File: src/rtl/tdc_cfg_seq_pkg.sv
// Shared state type and sizing helper for the TDC configuration sequencer.
package tdc_cfg_pkg;

  typedef enum logic [1:0] {
    ST_IDLE  = 2'd0,
    ST_SHIFT = 2'd1,
    ST_LATCH = 2'd2,
    ST_DONE  = 2'd3
  } cfg_state_t;

  // Divider counter width for a given SCLK half-period.
  function automatic int div_cnt_w(input int clk_div);
    return $clog2(clk_div + 1);
  endfunction

endpackage

File: src/rtl/tdc_cfg_seq_sclk_gen.sv
// SCLK divider: rise marks the first cycle SCLK is high; fall marks the cycle
// whose closing edge drops SCLK, so the caller can launch SDO on that same edge.
module tdc_sclk_gen
  import tdc_cfg_pkg::*;
#(
  parameter int CLK_DIV = 4
) (
  input  logic clk,
  input  logic rst_n,
  input  logic run,
  output logic sclk,
  output logic rise,
  output logic fall
);

  localparam int CNT_W = div_cnt_w(CLK_DIV);
  localparam logic [CNT_W-1:0] CNT_TOP = CNT_W'(CLK_DIV - 1);

  logic [CNT_W-1:0] cnt;
  logic             wrap;

  assign wrap = run && (cnt == CNT_TOP);
  assign fall = wrap && sclk;

  always_ff @(posedge clk or negedge rst_n) begin
    if (!rst_n) begin
      cnt  <= '0;
      sclk <= 1'b0;
      rise <= 1'b0;
    end else if (!run) begin
      cnt  <= '0;
      sclk <= 1'b0;
      rise <= 1'b0;
    end else begin
      rise <= wrap && !sclk;
      if (wrap) begin
        cnt  <= '0;
        sclk <= ~sclk;
      end else begin
        cnt <= cnt + CNT_W'(1);
      end
    end
  end

endmodule

File: src/rtl/tdc_cfg_seq.sv
// Serial loader for the TDC config chain: shift, latch, optional verify pass.
//   state    | meaning
//   ST_IDLE  | waiting for START
//   ST_SHIFT | clocking shadow out on SDO, capturing SDI
//   ST_LATCH | SLD high for 2*CLK_DIV cycles
//   ST_DONE  | one-cycle DONE pulse
module tdc_cfg_seq
  import tdc_cfg_pkg::*;
#(
  parameter int CFG_WIDTH = 64,
  parameter int CLK_DIV   = 4
) (
  input  logic                 CLK,
  input  logic                 RESETB,
  input  logic                 START,
  input  logic                 VERIFY,
  input  logic                 ABORT,
  input  logic [CFG_WIDTH-1:0] CFG_DATA,
  output logic                 SCLK,
  output logic                 SDO,
  input  logic                 SDI,
  output logic                 SLD,
  output logic                 BUSY,
  output logic                 DONE,
  output logic                 MISMATCH,
  output logic [CFG_WIDTH-1:0] RB_DATA
);

  localparam int IDX_W = $clog2(CFG_WIDTH);
  localparam int LAT_W = $clog2(2 * CLK_DIV);
  localparam logic [IDX_W-1:0] IDX_TOP = IDX_W'(CFG_WIDTH - 1);
  localparam logic [LAT_W-1:0] LAT_TOP = LAT_W'(2 * CLK_DIV - 1);

  cfg_state_t           state;
  logic [CFG_WIDTH-1:0] shadow;
  logic [CFG_WIDTH-1:0] cap;
  logic [IDX_W-1:0]     bit_idx;
  logic [LAT_W-1:0]     lat_cnt;
  logic                 verify_q;
  logic                 pass_q;
  logic                 sclk_run;
  logic                 sclk_rise;
  logic                 sclk_fall;

  // Dropping run on ABORT clears SCLK on the same edge the FSM returns to idle.
  assign sclk_run = (state == ST_SHIFT) && !ABORT;

  tdc_sclk_gen #(.CLK_DIV(CLK_DIV)) u_sclk_gen (
    .clk   (CLK),
    .rst_n (RESETB),
    .run   (sclk_run),
    .sclk  (SCLK),
    .rise  (sclk_rise),
    .fall  (sclk_fall)
  );

  always_ff @(posedge CLK or negedge RESETB) begin
    if (!RESETB) begin
      state    <= ST_IDLE;
      shadow   <= '0;
      cap      <= '0;
      bit_idx  <= '0;
      lat_cnt  <= '0;
      verify_q <= 1'b0;
      pass_q   <= 1'b0;
      SDO      <= 1'b0;
      SLD      <= 1'b0;
      BUSY     <= 1'b0;
      DONE     <= 1'b0;
      MISMATCH <= 1'b0;
      RB_DATA  <= '0;
    end else begin
      DONE <= 1'b0;
      if (ABORT && (state != ST_IDLE)) begin
        state <= ST_IDLE;
        SDO   <= 1'b0;
        SLD   <= 1'b0;
        BUSY  <= 1'b0;
      end else begin
        case (state)
          ST_IDLE: begin
            if (START) begin
              shadow   <= CFG_DATA;
              verify_q <= VERIFY;
              pass_q   <= 1'b0;
              MISMATCH <= 1'b0;
              bit_idx  <= IDX_TOP;
              SDO      <= CFG_DATA[CFG_WIDTH-1];
              BUSY     <= 1'b1;
              state    <= ST_SHIFT;
            end
          end
          ST_SHIFT: begin
            if (sclk_rise) cap <= {cap[CFG_WIDTH-2:0], SDI};
            if (sclk_fall) begin
              if (bit_idx == '0) begin
                SDO     <= 1'b0;
                SLD     <= 1'b1;
                lat_cnt <= LAT_TOP;
                state   <= ST_LATCH;
              end else begin
                bit_idx <= bit_idx - 1'b1;
                SDO     <= shadow[bit_idx - 1'b1];
              end
            end
          end
          ST_LATCH: begin
            if (lat_cnt == '0) begin
              SLD     <= 1'b0;
              RB_DATA <= cap;
              // Chain returns the pass-0 word, so pass 1 must read back the shadow.
              if (pass_q) MISMATCH <= (cap != shadow);
              if (verify_q && !pass_q) begin
                pass_q  <= 1'b1;
                bit_idx <= IDX_TOP;
                SDO     <= shadow[CFG_WIDTH-1];
                state   <= ST_SHIFT;
              end else begin
                BUSY  <= 1'b0;
                DONE  <= 1'b1;
                state <= ST_DONE;
              end
            end else begin
              lat_cnt <= lat_cnt - 1'b1;
            end
          end
          ST_DONE: state <= ST_IDLE;
          default: state <= ST_IDLE;
        endcase
      end
    end
  end

endmodule

File: config.mk
export PLATFORM = sky130hd
export DESIGN_NAME = tdc_cfg_seq
export DESIGN_NICKNAME = d
export VERILOG_FILES = /design/src/rtl/tdc_cfg_seq_pkg.sv /design/src/rtl/tdc_cfg_seq_sclk_gen.sv /design/src/rtl/tdc_cfg_seq.sv
export SDC_FILE = /design/constraint.sdc
export NUM_CORES = 1
export LEC_CHECK = 0
export ABC_CLOCK_PERIOD_IN_PS = 5300
export CORE_AREA = 2 2 132 134
export CTS_CLUSTER_SIZE = 10
export DETAILED_ROUTE_END_ITERATION = 8
export DIE_AREA = 0 0 134 136
export GPL_ROUTABILITY_DRIVEN = 0
export PLACE_DENSITY = 0.91
export SLEW_MARGIN = 20
export SYNTH_ARGS = -nofsm -noshare
export SYNTH_HDL_FRONTEND = slang
export SYNTH_SLANG_ARGS = --single-unit
File: constraint.sdc
create_clock -name CLK -period 5.3 [get_ports CLK]
set_clock_uncertainty 0.2 [all_clocks]
set_input_delay 0.795 -clock CLK [delete_from_list [all_inputs] [get_ports CLK]]
set_output_delay 0.795 -clock CLK [all_outputs]
set_load 0.02 [all_outputs]
Word-level counts from Yosys, hierarchy flattened
Cells that the tools add are included.
Storage, ports and cells
  flip-flop bits (word level): 215
  bits of input ports: 70
  output and inout port bits: 70
Operators by class
  $add $sub $neg: 3
  magnitude comparators: 1
  equality and inequality tests: 20
  mux-type cells: 52
  bitwise logic cells: 2
  reduce and logical (&&, ||, !) cells: 30
Operators with widths (count)
  64-bit != test: 1
  6-bit two-way mux: 5
  1-bit two-way mux: 27
  5-bit AND reduction: 4
  6-bit case mux with 3 select lines: 1
  2-bit != test, second input constant: 8
  3-bit two-way mux: 5
  2-bit two-way mux: 6
  3-bit != test, second input constant: 4
  4-bit AND reduction: 3
  3-bit AND reduction: 3
  3-bit nonzero test: 3
  1-bit case mux with 2 select lines: 4
  2-bit case mux with 4 select lines: 1
  6-bit by 7-bit < comparator with 1-bit output, second input constant: 1
  7-bit AND reduction: 1
  1-bit binary-select mux with 6-bit select: 1
  1-bit logical AND: 6
  6-bit logical NOT: 1
  3-bit case mux with 2 select lines: 1
  2-bit nonzero test: 3
  6-bit by 1-bit subtractor with 6-bit output, second input constant: 1
  2-bit equality test, second input constant: 2
  4-bit nonzero test: 1
  12 further kinds: 15

Logic depth before layout (Yosys ltp)
Gate-level depths: netlist (run 1).
  depth in word-level cells: 7
  gate-level depth with buffers: 11

Modules after synthesis
From an unflattened synthesis (run 1), not the netlist that was laid out.
Unflattened totals
  cells, all modules: 683
  area, all modules: 9780.6 sq um
By module, submodules not included
  tdc_cfg_seq: instances 1, cells each 667, area an instance 9577.9 sq um, seq. area each 5255.0 sq um
  tdc_sclk_gen: instances 1, cells each 16, area an instance 202.7 sq um, seq. area each 125.1 sq um

Worst setup path before layout (run 1)
OpenSTA, ideal clock, no wires.
  path kind: flip-flop to flip-flop
  start: reg bit_idx[0]
  end: reg SDO
  library setup time: 145 ps
  data arrival time: 2433 ps
  setup slack: 2522 ps
  stages on the path, launching flop included: 10
  buffers on the path: 3
  period minus slack after synthesis: 2778 ps
  path through: dfrtp_1 -> buf_6 -> buf_4 -> inv_1 -> ha_1 -> clkbuf_1 -> mux4_2 -> mux4_2 -> a311oi_1 -> a221oi_1
Between the ends
  word-level cells in the longest chain between the ends: 7
  elaborated cells on any way between the ends: 8
  those cells by class: add/sub (1); mux (6); reduce/logical (1)
Ends and longest elaborated chain
  start, declared: RTL line tdc_cfg_seq.sv:37  | logic [IDX_W-1:0] bit_idx;
  start signal, assigned: RTL line tdc_cfg_seq.sv:102  | bit_idx <= bit_idx - 1'b1;
  6-bit by 1-bit subtractor with 6-bit output: RTL line tdc_cfg_seq.sv:103  | SDO <= shadow[bit_idx - 1'b1];
  1-bit binary-select mux with 6-bit select: RTL line tdc_cfg_seq.sv:103
  1-bit two-way mux (not written as such): RTL line tdc_cfg_seq.sv:103
  1-bit two-way mux (*): RTL line tdc_cfg_seq.sv:96  | if (bit_idx == '0) begin
  1-bit two-way mux (*): RTL line tdc_cfg_seq.sv:95  | if (sclk_fall) begin
  1-bit case mux with 3 select lines (*): RTL line tdc_cfg_seq.sv:80  | case (state)
  1-bit two-way mux (*): RTL line tdc_cfg_seq.sv:74  | if (ABORT && (state != ST_IDLE)) begin
  end signal, assigned: RTL line tdc_cfg_seq.sv:88  | SDO <= CFG_DATA[CFG_WIDTH-1];
  end signal, assigned: RTL line tdc_cfg_seq.sv:103
  end signal, assigned: RTL line tdc_cfg_seq.sv:116  | SDO <= shadow[CFG_WIDTH-1];
  end, declared: RTL line tdc_cfg_seq.sv:20  | output logic SDO,
Mark *: on every way between the ends. The rest lies on a longest branch, timed or not. The select of a mux whose other input is x is not followed.
A chain may end at the register's enable or synchronous reset.

Worst setup path after layout (run 1)
Same ends and word-level chain as after synthesis.

==> results of run 1 <==
-- worst paths after layout --
| check | cells past startpoint | slack [ns] | end |
|---|---|---|---|
| setup / recovery | 7 | 1.81 | SDO$_DFFE_PN0P_ |
| hold / removal | 1 | 0.19 | lat_cnt[2]$_DFFE_PN0P_ |
| setup reg to reg | 7 | 1.81 | SDO$_DFFE_PN0P_ |
| hold reg to reg | 1 | 0.24 | u_sclk_gen.cnt[0]$_DFF_PN0_ |
| max in group asynchronous | 2 | 3.61 | cap[51]$_DFFE_PN0P_ |
| min in group CLK | 1 | 0.24 | u_sclk_gen.cnt[0]$_DFF_PN0_ |
-- where the power goes --
part / leakage [nW] / switching, mW / internal (mW) / total (mW)
registers: 2.81 / 0.355 / 1.94 / 2.30
clock network: 0.313 / 0.611 / 0.828 / 1.44
logic: 2.55 / 0.793 / 0.764 / 1.56
total: 5.67 / 1.76 / 3.53 / 5.29
-- cells in the final DEF (no fill, tap or decap), drive strengths merged, types with 7 or more instances in the layout --
cell type	count
nor4	17
xor2	66
ha	8
clkbuf	26
mux4	17
a21oi	8
o21ai	8
nand2	9
dfrtp	215
clkdlybuf4s50	138
mux2i	9
nand2b	7
mux2	194
inv	12
a31oi	9
nor2	18
-- area by class of cell --
| type | count | area (um2) |
|---|---|---|
| sequential | 215 | 5380 |
| fill | 1061 | 4900 |
| multi-input combinational | 422 | 4190 |
| timing repair buffer | 143 | 1440 |
| clock buffer | 25 | 626 |
| tap | 225 | 282 |
| inverter | 11 | 41.3 |
| clock inverter | 2 | 16.3 |
-- metal layers --
| layer | track usage | vias up | share of wire |
|---|---|---|---|
| met1 | 0.369 | 3252 | 0.41 |
| met4 | 0.0946 | 0 | 0.030 |
| met2 | 0.438 | 329 | 0.48 |
| li1 | - | 2715 | - |
| met5 | 0 | - | 0 |
| met3 | 0.0503 | 66 | 0.080 |
-- flip-flops by register name, indices dropped and copies added, names as in the netlist, 2 cells and up --
| register | cells |
|---|---|
| RB_DATA | 64 |
| shadow | 64 |
| u_sclk_gen.cnt | 3 |
| state | 2 |
| lat_cnt | 3 |
| cap | 64 |
| bit_idx | 6 |
-- metrics by stage --
stage               cell area, um2  instances  worst slack (ns)  total power, mW
finish                       12000       1043              1.81             5.29
CTS                          12000       1043              1.86             5.28
floorplan                     9740        679              2.52             3.27
global placement             11300       1016              1.71             3.72
global route                 12000       1043              1.62             5.51
detailed placement           11300       1016              1.50             3.81
-- logic make-up after synthesis --
kind of cell,after synthesis
AND/OR/NAND/NOR,81
AO/OA/AOI/OAI,43
multiplexers,220
adder cells (fa/ha/maj),8
XOR/XNOR,70
flip-flops,215
buffers and inverters,42
==> impl_metrics.toml, run 1 <==
[setup_path]
arrival_ns = 3.67
cp-startpoint = "bit_idx[0]$_DFFE_PN0P_"
path_cells = "buf_4 > inv_1 > ha_1 > mux4_2 > mux4_2 > a311oi_1 > a221oi_1"
crit-reg2reg-launch = "bit_idx[0]$_DFFE_PN0P_"
crit_slowest_cell = "ha_1"
critPathCaptureType = "flop"
crit_family = "multiplexers"
worst-endpoint-required_ns = 5.48
startpoint_type = "flop"
critPathKind = "flop to flop"
path_common_cell = "mux4_2"
crit_fanout = 18
critPathBufInv = 2
cpPeakStageDelay_ns = 0.89

[timing]
tns_ns = 0
finalSetupViolCount = 0
drv_slew = 0
hold_viol = 0
relSlewSlack = 0.346
min_period_ns = 3.49
clock.fmax_mhz = 287
min_period_over_period = 0.658
rsz0062_at_grt = "false"
tightest_slew_ns = 0.981
whs_ns = 0.190

[clocking]
cts_hold_buf = 0
cts_tree = "done"
cts.sink_count = 215
cts-resized-gates = 0
post_cts_buffers = 0
cts_buffers = 25
htreeDepth = 1
cts_root_buffer = "clkbuf_16"
path_clk_slew_ns = 0.06
cts_buffer_depth = 3
clock_latency_ns = 0.53

[cells_and_area]
fin_nets = 896
area_growth_pct = 22.9
layout-drive-gt1-share = 0.0733
num_antenna_cells = 0
post-route-util = 0.709

[route]
ant_nets = 0
wl_per_cell_um = 22.9
drt_wl_total_mm = 23.8
drt_pass1_iterations = 5
drc = 0
drtIter0Drc = 536
via_per_inst = 6.10
vias = 6362

[synthesis]
synthXorXnorAreaFrac = 0.0656
synth_common_cells = "dfrtp_1, mux2_1, xor2_1"
synth_seq_cells = 215
synthMuxAreaShare = 0.274
synthMostInstantiatedCell = "dfrtp_1"
yosys.area_share.simple = 0.0469
postSynthCellCount = 679
synth_top_family_by_area = "multiplexers"
yosysTopAreaCell = "dfrtp_1"
synth-edff-count = 0
synth-adder-area-share = 0.0103
yosys.area.top_type_share = 0.552
avgSynthCellArea_um2 = 14.3
dominantRegCellSynth = "dfrtp_1"
synth-compound-area-share = 0.0313
ys_seq_area_frac = 0.552
ys_async_sr_fraction = 1.00
synth_area_mm2 = 0.00974
synthTopCellsByArea = "dfrtp_1, mux2_1, xor2_1"
synth_fp_nets = 757
synth_cell_types = 51
yosysWarnings = 0

[power_and_ir_drop]
ir_drop_mv = 0.259
power_density_mw_per_mm2 = 442
leakage_nw = 5.67

[floorplan]
die_y_um = 136
start_util = 0.577
rows = 48
dieWidth_um = 134
coreArea_mm2 = 0.0169
dieArea_mm2 = 0.0182
io_pins = 140

[hold_path]
holdCritPathClass = "primary input to async pin"

[global_routing]
antenna_found_initial = 0
gr-usage-all-layers = 0.270
grt_first_pass_wirelength_mm = 37.9
grt_pass1_vias = 6788
grt_overflow = 0
grt_max_degree = 113

[flow_run]
drv_cap = 0

[place]
place_hpwl_mm = 16.0
portBuffers = 139

[status]
status = "finished clean"
Note: power is estimated with default switching activity, not from simulation.
==> inputs of run 2 (changes only) <==
--- a/config.mk
+++ b/config.mk
@@ -5,13 +5,13 @@
 export SDC_FILE = /design/constraint.sdc
 export NUM_CORES = 1
 export LEC_CHECK = 0
-export ABC_CLOCK_PERIOD_IN_PS = 5300
-export CORE_AREA = 2 2 132 134
+export ABC_CLOCK_PERIOD_IN_PS = 3450
+export CORE_AREA = 2 2 137 139
 export CTS_CLUSTER_SIZE = 10
 export DETAILED_ROUTE_END_ITERATION = 8
-export DIE_AREA = 0 0 134 136
+export DIE_AREA = 0 0 139 141
 export GPL_ROUTABILITY_DRIVEN = 0
-export PLACE_DENSITY = 0.91
+export PLACE_DENSITY = 0.86
 export SLEW_MARGIN = 20
 export SYNTH_ARGS = -nofsm -noshare
 export SYNTH_HDL_FRONTEND = slang
==> constraint.sdc (replaced) <==
create_clock -name CLK -period 3.45 [get_ports CLK]
set_clock_uncertainty 0.2 [all_clocks]
set_input_delay 0.5175 -clock CLK [delete_from_list [all_inputs] [get_ports CLK]]
set_output_delay 0.5175 -clock CLK [all_outputs]
set_load 0.02 [all_outputs]
==> run 2 against run 1 <==
Sequential cell count is the same. Maximum frequency grew 25%. Non-clock buffer count grew 9. Sequential share of layout area shrank 0.74 points. Global-route usage shrank 3.7 points. Sequential power grew 50%. Combinational power grew 53%. Die area grew 7.5%. Power grew 55%. Routed wire length shrank 6.4%. Clock-buffer cell count grew 6. Register-to-register slack lost 1.1 ns. Largest cell class unchanged.
==> impl_metrics.toml, run 2 (synthesis results as in run 1) <==
[status]
status = "finished clean"

[power_and_ir_drop]
p_sw_frac = 0.322
ir_drop_mv = 0.610
p_int_mw = 5.58
p_comb_frac = 0.291
power_density_mw_per_mm2 = 676
pwr-share-seq = 0.420
p_sw_mw = 2.65
leakage_nw = 5.77
clockPowerShare = 0.290

[timing]
whs_ns = 0.233
tns_ns = 0
tightest_slew_ns = 0.610
drv_slew = 0
clock.fmax_mhz = 360
finalSetupViolCount = 0
hold_viol = 0
relSlewSlack = 0.593
min_period_over_period = 0.806
fin_ws_ns = 0.669
min_period_ns = 2.78
rsz0062_at_grt = "false"

[global_routing]
grt_first_pass_wirelength_mm = 36.1
gr-usage-all-layers = 0.233
grt_overflow = 0
grt_max_degree = 84
grt_pass1_vias = 6524
antenna_found_initial = 0

[cells_and_area]
final_common_cell = "dfrtp_1"
largest_registers = "RB_DATA: 64 flops, cap: 64 flops, shadow: 64 flops"
fillers = 1280
final_cell_mix = "dfrtp_1, mux2_1, clkdlybuf4s50_1"
num_antenna_cells = 0
area_growth_pct = 25.0
layout-drive-gt1-share = 0.0840
fin_nets = 906
fin_area_mm2 = 0.0122
fin_cells = 1067

[floorplan]
coreArea_mm2 = 0.0183
rows = 50
dieArea_mm2 = 0.0196
start_util = 0.533
io_pins = 140
dieWidth_um = 139
die_y_um = 141

[clocking]
path_clk_slew_ns = 0.05
cts_tree = "done"
clock_latency_ns = 0.53
cts_buffer_depth = 3
htreeDepth = 1
cts-resized-gates = 0
cts_root_buffer = "clkbuf_16"
cts_buffers = 26
cts.sink_count = 215
cts_hold_buf = 1
post_cts_buffers = 0

[route]
vias = 6125
ant_nets = 0
drtIter0Drc = 350
via_per_inst = 5.74
drc = 0
wl_per_cell_um = 20.9
drt_wl_total_mm = 22.3
drt_pass1_iterations = 4

[place]
placed_cell_area_mm2 = 0.0114
place_hpwl_mm = 15.6
dp_cells = 1033
pre_cts_ws_ns = 0.627
portBuffers = 139

[setup_path]
worst-endpoint-required_ns = 3.64
critPathCaptureType = "flop"
critPathKind = "flop to flop"
startpoint_type = "flop"
crit_fanout = 10
arrival_ns = 2.97

[hold_path]
holdCritPathClass = "flop to flop"

[flow_run]
drv_cap = 0
[run 2: cell types whose count changed in the layout (fill, tap and decap cells not counted), moves of 2 or more]
cell	previous run	this run
buf_4	3	8
buf_12	1	4
clkbuf_1	0	3
clkbuf_8	1	3
[run 2: path summary, 6_finish.rpt]
path | from | endpoint | slack (ns) | cells after the start
min | u_sclk_gen.cnt[0]$_DFF_PN0_ | u_sclk_gen.cnt[0]$_DFF_PN0_ | 0.23 | 1
min in group asynchronous | RESETB | u_sclk_gen.cnt[0]$_DFF_PN0_ | 0.38 | 2
max | state[0]$_DFFE_PN0P_ | SDO$_DFFE_PN0P_ | 0.67 | 7
max reg2reg | state[0]$_DFFE_PN0P_ | SDO$_DFFE_PN0P_ | 0.67 | 7
max in group asynchronous | RESETB | shadow[26]$_DFFE_PN0P_ | 1.84 | 3
min reg2reg | u_sclk_gen.cnt[0]$_DFF_PN0_ | u_sclk_gen.cnt[0]$_DFF_PN0_ | 0.23 | 1
[run 2: cell type report]
class / count / area (um2) / share of cell area
Clock buffer: 31 / 689 / 0.0566
Clock inverter: 2 / 38.8 / 0.00319
Inverter: 11 / 41.3 / 0.00339
Multi-Input combinational cell: 422 / 4190 / 0.344
Sequential cell: 215 / 5380 / 0.442
Tap cell: 234 / 293 / 0.0241
Timing Repair Buffer: 152 / 1550 / 0.127
[run 2: critical path, stage by stage, from the launching register on]
cell	delay, ns
dfrtp_1	0.47
inv_1	0.15
ha_1	0.37
nand2b_1	0.38
o311ai_1	0.25
a31oi_1	0.33
a311oi_1	0.10
a221oi_1	0.40
[run 2: per-layer routing]
| metal | GRT usage | wire, um |
|---|---|---|
| met3 | 0.0370 | 1240 |
| met5 | 0 | 0 |
| met2 | 0.389 | 10900 |
| met4 | 0.0569 | 475 |
| met1 | 0.325 | 9760 |
[run 2: power by group through the flow]
stage               Sequential (mW)  Clock, mW  Combinational, mW
CTS                            3.45       2.41               2.40
global route                   3.50       2.52               2.59
floorplan                      3.35          0               1.68
finish                         3.45       2.38               2.39
detailed placement             3.48          0               2.38
global placement               3.46          0               2.32
[run 2: metrics by stage]
stage	power [mW]	utilization
6_report	8.23	0.666
3_3_place_gp	5.78	0.626
3_5_place_dp	5.86	0.626
5_1_grt	8.62	0.666
4_1_cts	8.26	0.666
2_1_floorplan	5.03	-
==> inputs of run 3 (changes only) <==
--- a/config.mk
+++ b/config.mk
@@ -5,13 +5,13 @@
 export SDC_FILE = /design/constraint.sdc
 export NUM_CORES = 1
 export LEC_CHECK = 0
-export ABC_CLOCK_PERIOD_IN_PS = 3450
-export CORE_AREA = 2 2 137 139
+export ABC_CLOCK_PERIOD_IN_PS = 2300
+export CORE_AREA = 2 2 144 146
 export CTS_CLUSTER_SIZE = 10
 export DETAILED_ROUTE_END_ITERATION = 8
-export DIE_AREA = 0 0 139 141
+export DIE_AREA = 0 0 146 148
 export GPL_ROUTABILITY_DRIVEN = 0
-export PLACE_DENSITY = 0.86
+export PLACE_DENSITY = 0.82
 export SLEW_MARGIN = 20
 export SYNTH_ARGS = -nofsm -noshare
 export SYNTH_HDL_FRONTEND = slang
==> constraint.sdc (replaced) <==
create_clock -name CLK -period 2.3 [get_ports CLK]
set_clock_uncertainty 0.2 [all_clocks]
set_input_delay 0.345 -clock CLK [delete_from_list [all_inputs] [get_ports CLK]]
set_output_delay 0.345 -clock CLK [all_outputs]
set_load 0.02 [all_outputs]
==> run 3 against run 2 <==
Sequential cell count stayed put. Clock power is 41% higher. Design area up 3.1%. Worst hold slack worse by 0.074 ns. Register-to-register slack worse by 0.65 ns. Critical endpoint unchanged. Critical path type unchanged. Routed wire length rose by 5.7%.
==> impl_metrics.toml, run 3 (synthesis results as in run 1) <==
[status]
status = "finished clean"

[route]
drt_wl_total_mm = 23.6
vias = 6301
drtIter0Drc = 496
drt_pass1_iterations = 4
drc = 0
wl_per_cell_um = 20.8
ant_nets = 0
via_per_inst = 5.55

[setup_path]
startpoint_type = "flop"
crit-reg2reg-launch = "bit_idx[0]$_DFFE_PN0P_"
crit_fanout = 6
critPathCaptureType = "flop"
r2r_end = "SDO$_DFFE_PN0P_"
worst-endpoint-required_ns = 2.47
critPathKind = "flop to flop"
worst-r2r-cell-count = 10
rrSetupSlack_ns = 0.02
arrival_ns = 2.45

[global_routing]
grtUsageMet2 = 0.361
antenna_found_initial = 0
grt_first_pass_wirelength_mm = 38.0
grt_pass1_vias = 6643
grt_overflow = 0
met3_usage = 0.0386
met1_usage = 0.317
gr-usage-all-layers = 0.222
grt-busiest-layer = "met2"
grt_max_degree = 57

[place]
portBuffers = 139
dp_cells = 1102
placed_cell_area_mm2 = 0.0118
place_hpwl_mm = 17.2

[floorplan]
coreArea_mm2 = 0.0200
die_y_um = 148
dieArea_mm2 = 0.0216
dieWidth_um = 146
start_util = 0.486
io_pins = 140
rows = 52

[clocking]
cts_buffer_depth = 3
htreeDepth = 1
cts_root_buffer = "clkbuf_16"
cts_tree = "done"
cts_buffers = 25
clock_latency_ns = 0.51
path_clk_slew_ns = 0.06
cts.sink_count = 215

[timing]
tns_ns = 0
hold_viol = 0
drv_slew = 0
min_period_over_period = 0.990
relSlewSlack = 0.711
tightest_slew_ns = 0.430
rsz0062_at_grt = "true"
clock.fmax_mhz = 439
finalSetupViolCount = 0
min_period_ns = 2.28

[cells_and_area]
area_growth_pct = 28.9
final_cell_mix = "dfrtp_1, mux2_1, clkdlybuf4s50_1"
fin_nets = 943
fin_area_mm2 = 0.0126
fin_cells = 1136
num_antenna_cells = 0
final_common_cell = "dfrtp_1"
largest_registers = "RB_DATA: 64 flops, cap: 64 flops, shadow: 64 flops"
layout-drive-gt1-share = 0.143

[power_and_ir_drop]
power_density_mw_per_mm2 = 1010
ir_drop_mv = 0.527
leakage_nw = 5.95

[hold_path]
holdCritPathClass = "primary input to async pin"

[flow_run]
drv_cap = 0
==> run 3: cell types whose count changed in the layout (fill, tap and decap cells not counted), sizes merged <==
cell and delta:
clkinv -1, buf +38, inv -1, clkbuf -3
==> run 3: worst max-delay path by stage <==
stage                      startpoint         endpoint  depth (start not counted)
2_1_floorplan  bit_idx[0]$_DFFE_PN0P_  SDO$_DFFE_PN0P_                          9
3_3_place_gp                    ABORT  SDO$_DFFE_PN0P_                          6
3_5_place_dp                    ABORT  SLD$_DFFE_PN0P_                          6
4_1_cts          state[1]$_DFFE_PN0P_  SDO$_DFFE_PN0P_                          7
5_1_grt        bit_idx[0]$_DFFE_PN0P_  SDO$_DFFE_PN0P_                         10
6_report       bit_idx[0]$_DFFE_PN0P_  SDO$_DFFE_PN0P_                         10
==> run 3: critical path, stage by stage (launching register included) <==
cell and delay [ns]:
dfrtp_2 0.45, inv_6 0.07, ha_4 0.22, buf_4 0.17
buf_4 0.13, buf_4 0.12, mux4_2 0.27, mux2i_1 0.15
mux2i_1 0.10, mux2i_1 0.16, a221oi_1 0.09
==> run 3: metal layers <==
| layer | share of wire | routed length (um) |
|---|---|---|
| met4 | 0.017 | 404 |
| met5 | 0 | 0 |
| met1 | 0.45 | 10600 |
| met3 | 0.054 | 1280 |
| met2 | 0.48 | 11400 |
==> run 3: timing repair <==
action / in CTS / in global routing
endpoints found under the hold margin: 155 / 0
resized for setup: 2 / 21
setup buffers: 1 / 4
pin swaps: 1 / 6
hold buffers: 1 / 0
setup endpoints to repair: 3 / 80
==> run 3: layout make-up <==
cell class,count,area [um2]
inverters,11,46.3
multi-input cells,422,4250
repair buffers,190,1880
flip-flops and latches,215,5380
fillers,1533,7490
well taps,270,338
clock buffers,28,657
==> run 3: where the power goes <==
part	internal, mW	switching [mW]	total, mW
sequential	4.48	0.885	5.36
combinational	2.15	1.82	3.97
clock	1.97	1.39	3.36
total	8.61	4.09	12.7
==> run 3: metrics by stage <==
step,util,setup slack [ns],hold WS (ns),power [mW]
4_1_cts,0.622,0.00709,0.165,12.6
3_3_place_gp,0.588,-0.0610,0.122,9.08
6_report,0.626,0.0231,0.159,12.7
5_1_grt,0.626,-0.0687,0.182,13.3
2_1_floorplan,-,-0.131,-0.151,7.64
3_5_place_dp,0.588,-0.0848,0.120,9.20
==> variant 1, RTL diff (config.mk and constraints of run 2) <==
Reset style: synchronous (`RESETB` and `rst_n`), changed in 2 clocked blocks.
--- a/src/rtl/tdc_cfg_seq_sclk_gen.sv
+++ b/src/rtl/tdc_cfg_seq_sclk_gen.sv
@@ -23,5 +23,5 @@
   assign fall = wrap && sclk;
 
-  always_ff @(posedge clk or negedge rst_n) begin
+  always_ff @(posedge clk) begin
     if (!rst_n) begin
       cnt  <= '0;
--- a/src/rtl/tdc_cfg_seq.sv
+++ b/src/rtl/tdc_cfg_seq.sv
@@ -55,5 +55,5 @@
   );
 
-  always_ff @(posedge CLK or negedge RESETB) begin
+  always_ff @(posedge CLK) begin
     if (!RESETB) begin
       state    <= ST_IDLE;
Function: differs if RESETB is asserted again (counterexample within 4 cycles, from zero or initial values and one cycle with RESETB low); with RESETB held inactive, the same outputs for 10 cycles.
==> variant 1 against run 2 <==
- design area decreased by 7.8%
- synthesized cell count rose by 64%
- final cell count is 37% higher
- routed wire length rose by 13%
- setup slack about the same
- global-route usage rose by 1.6 points
- core utilization fell by 5.2 points
- count of clock-buffer cells in the layout is 2 lower
- power decreased by 9.0%
- sequential cell count stayed put
- die area did not move
- maximum frequency is essentially flat
- area after synthesis fell by 7.6%
- critical endpoint is now bit_idx[2]
==> variant 1: results (changes against run 2) <==
Run status
- run status: finished, final reports clean

Critical path
- register-to-register setup slack: 0.67 ns, about the same
- Worst Reg-to-Reg Cells: 6, -1
- RR Endpoint: bit_idx[2]
- WP data arrival: 2.94 ns, -0.03 ns
- Worst R2R Start: state[0]
- Critical Path Max Stage Delay: 0.56 ns, +0.09 ns
- top fanout value on the critical path: 17, +7

Global route
- GRT met3 Usage: 5.30%, +1.6 points
- met1 GRT Util: 31.8%, -0.67 points
- overall global routing resource usage: 24.9%, +1.6 points
- largest net degree at the start of global routing: 91, +8.3%
- met2 track utilization from global routing: 41.4%, +2.5 points
- vias in the first global route: 7,908, +21%
- wire length of the first global-routing pass: 39,900 um, +11%

Timing
- final critical delay including setup and external delays: 2.78 ns, -0.0000660 ns
- worst-case hold slack: 0.227 ns, -0.00626 ns
- Slew headroom: 37.2%, -22 points

Detailed routing
- vias per inst: 5.65, -1.6%
- Initial DRC Count: 897, +160%
- total wire length: 25,200 um, +13%
- post-DR wirelength/cell: 17.2 um, -18%
- number of detailed-routing iterations run before antenna repair: 5, +1

Yosys
- top cells by area, synth: sky130_fd_sc_hd__dfxtp_1 (48%), sky130_fd_sc_hd__nand2_1 (17%), sky130_fd_sc_hd__a21oi_1 (12%)
- post-synthesis share of cell area spent on xor and xnor gates: 6.90%, +0.33 points
- leading post-synthesis cells by instance count: sky130_fd_sc_hd__nand2_1 (408), sky130_fd_sc_hd__dfxtp_1 (215), sky130_fd_sc_hd__a21oi_1 (210)
- multiplexer fraction of the synthesized cell area: 5.10%, -22 points
- unique cell type count in the Yosys netlist: 42, -18%
- proportion of synthesized chip area in sequential cells: 47.8%, -7.4 points
- Post-Syn Instances: 1,116, +64%
- adder and majority cell fraction of the synthesized area: 1.39%, +0.36 points
- share of async-settable or async-resettable flops after synthesis: 0%, -100 points

Final layout
- Layout Nets: 1,308, +44%
- share of cells above drive strength 1: 5.69%, -2.7 points

CTS
- latest clock arrival within the worst-skew pair: 0.51 ns, -0.02 ns
- TritonCTS buffer count: 25, -3.8%

Placement
- worst setup slack after placement: 0.582 ns, -0.0449 ns
- final HPWL from detailed placement: 17,400 um, +11%
- number of cells after detailed placement: 1,435, +39%

## variant 1: cell types whose count changed after synthesis, moves of 63 or more
cell,delta
sky130_fd_sc_hd__dfxtp_1,+215
sky130_fd_sc_hd__xnor2_1,+63
sky130_fd_sc_hd__a21oi_1,+202
sky130_fd_sc_hd__mux2_1,-190
sky130_fd_sc_hd__nand2_1,+399
sky130_fd_sc_hd__dfrtp_1,-215
## variant 1: area by class of cell
type	instances	area, sq um
fill	1534	7040
clock buffer	29	651
tap	234	293
inverter	13	51.3
sequential	215	4300
timing repair buffer	155	1550
multi-input combinational	818	4380
## variant 1: power by group
group          switching [mW]  leakage, nW  internal [mW]
clock network           0.935        0.319           1.30
logic                    1.38         1.72          0.960
registers               0.222         1.74           2.68
total                    2.54         3.78           4.94
## variant 1: routing by layer
layer | vias up | part of all wire [%]
met1 | 3848 | 41
met4 | 0 | 3.6
li1 | 3908 | -
met5 | - | 0
met3 | 76 | 8.8
met2 | 437 | 47
==> variant 2, RTL diff (flow settings as in run 2) <==
Without the edit above. `CLK_DIV` is set to 4 in 2 places; all go to 8.
--- a/src/rtl/tdc_cfg_seq_sclk_gen.sv
+++ b/src/rtl/tdc_cfg_seq_sclk_gen.sv
@@ -4,5 +4,5 @@
   import tdc_cfg_pkg::*;
 #(
-  parameter int CLK_DIV = 4
+  parameter int CLK_DIV = 8
 ) (
   input  logic clk,
--- a/src/rtl/tdc_cfg_seq.sv
+++ b/src/rtl/tdc_cfg_seq.sv
@@ -9,5 +9,5 @@
 #(
   parameter int CFG_WIDTH = 64,
-  parameter int CLK_DIV   = 4
+  parameter int CLK_DIV   = 8
 ) (
   input  logic                 CLK,
Check against the original RTL: not equivalent (a bounded check fails within 10 cycles, from zero or initial values and one cycle with RESETB low).
==> variant 2 against run 2 <==
- final cell count is 4.0% higher
- design area is 1.8% higher
- setup slack better by 0.16 ns
- routed wire length is 5.8% higher
- core utilization is 1.2 points higher
- area after synthesis is 2.6% higher
- sequential cell count is 2 higher
- power is 3.4% higher
- maximum frequency is 6.0% higher
- first-iteration DRC count is 59% higher
- non-clock buffer count is 2 lower
- critical path depth is 1 lower
- critical path type unchanged
==> variant 2: results (changes against run 2) <==
Detailed routing
- post-DR wirelength/cell: 21.3 um, +1.7%
- number of detailed-routing iterations run before antenna repair: 5, +1
- length of routed met3 wiring: 1380 um, +11%
- Met2 Routed Length: 11,500 um, +6.2%
- count of vias placed by the detailed router: 6,550, +6.9%
- Initial DRC Count: 556, +59%

Power and ir drop
- clock network fraction of design power: 28.1%, -0.9 points
- peak ir drop on the vdd network: 439 uV, -28%
- combinational share of power: 28.9%, -0.2 points

Timing
- Tightest Pin Transition: 0.686 ns, +0.0758 ns

Placement
- placed cell areas: 0.0116 sq mm, +1.9%
- final HPWL from detailed placement: 16,500 um, +5.4%

Global route
- vias in the first global route: 6,745, +3.4%
- wire length of the first global-routing pass: 37,500 um, +3.9%
- largest net degree at the start of global routing: 85, +1.2%

Critical path
- Critical Path End: RB_DATA[63]
- Critical Path Max Stage Delay: 0.49 ns, +0.02 ns

Yosys
- proportion of synthesized chip area in sequential cells: 54.3%, -0.92 points
- post-synth net total: 807, +6.6%
- top cells by area, synth: sky130_fd_sc_hd__dfrtp_1 (54%), sky130_fd_sc_hd__mux2_2 (22%), sky130_fd_sc_hd__xor2_1 (5.7%)

Run status
- run status: finished, final reports clean

Final layout
- Inverters: 10, -1
- share of cells above drive strength 1: 28.5%, +20 points
- number of non-clock buffers: 150, -1.3%
- data-path buffer share of cell area in the final layout: 12.3%, -0.35 points

==> variant 2: cell count changes in the layout (fill, tap and decap cells not counted), sizes merged, moves of 3 or more <==
cell           run 2  this run
nand2              9        19
a21oi              8        17
nand3              4        13
o21ai              8        17
nor2              18        24
mux2i              9         4
nand3b             0         5
nand2b             7         3
nor4              17        21
and2               3         0
o311ai             3         0
==> variant 2: metrics by stage <==
stage	util [%]	std cells
after floorplan	-	729
after global placement	63.8	1076
after detailed placement	63.8	1076
after CTS	67.8	1110
after global routing	67.8	1110
final	67.8	1110
==> variant 2: worst min path at each step <==
| stage | startpoint | to | slack, ns | cells past startpoint |
|---|---|---|---|---|
| floorplan | RESETB | BUSY | 0.02 | 0 |
| global placement | u_sclk_gen.cnt[0] | u_sclk_gen.cnt[0] | 0.26 | 1 |
| detailed placement | u_sclk_gen.cnt[0] | u_sclk_gen.cnt[0] | 0.28 | 1 |
| CTS | u_sclk_gen.cnt[0] | u_sclk_gen.cnt[0] | 0.29 | 1 |
| global route | u_sclk_gen.cnt[0] | u_sclk_gen.cnt[0] | 0.31 | 1 |
| finish | u_sclk_gen.cnt[0] | u_sclk_gen.cnt[0] | 0.28 | 1 |
==> variant 2: timing repair <==
item	4_1_cts	5_1_grt
hold endpoints to repair	80	0
resized for setup	0	0
hold buffers	1	0
==> variant 2: cells by family (layout without fill, tap and decap cells) <==
logic type      Yosys count  after routing  synth area share [%]
simple gates            110            110                  5.80
flops                   217            217                  54.3
compound gates           64             64                  4.07
mux                     216            216                  26.6
fa+ha+maj                 8              8                  1.00
buf+inv                  46            193                  2.09
xor+xnor                 68             68                  6.15
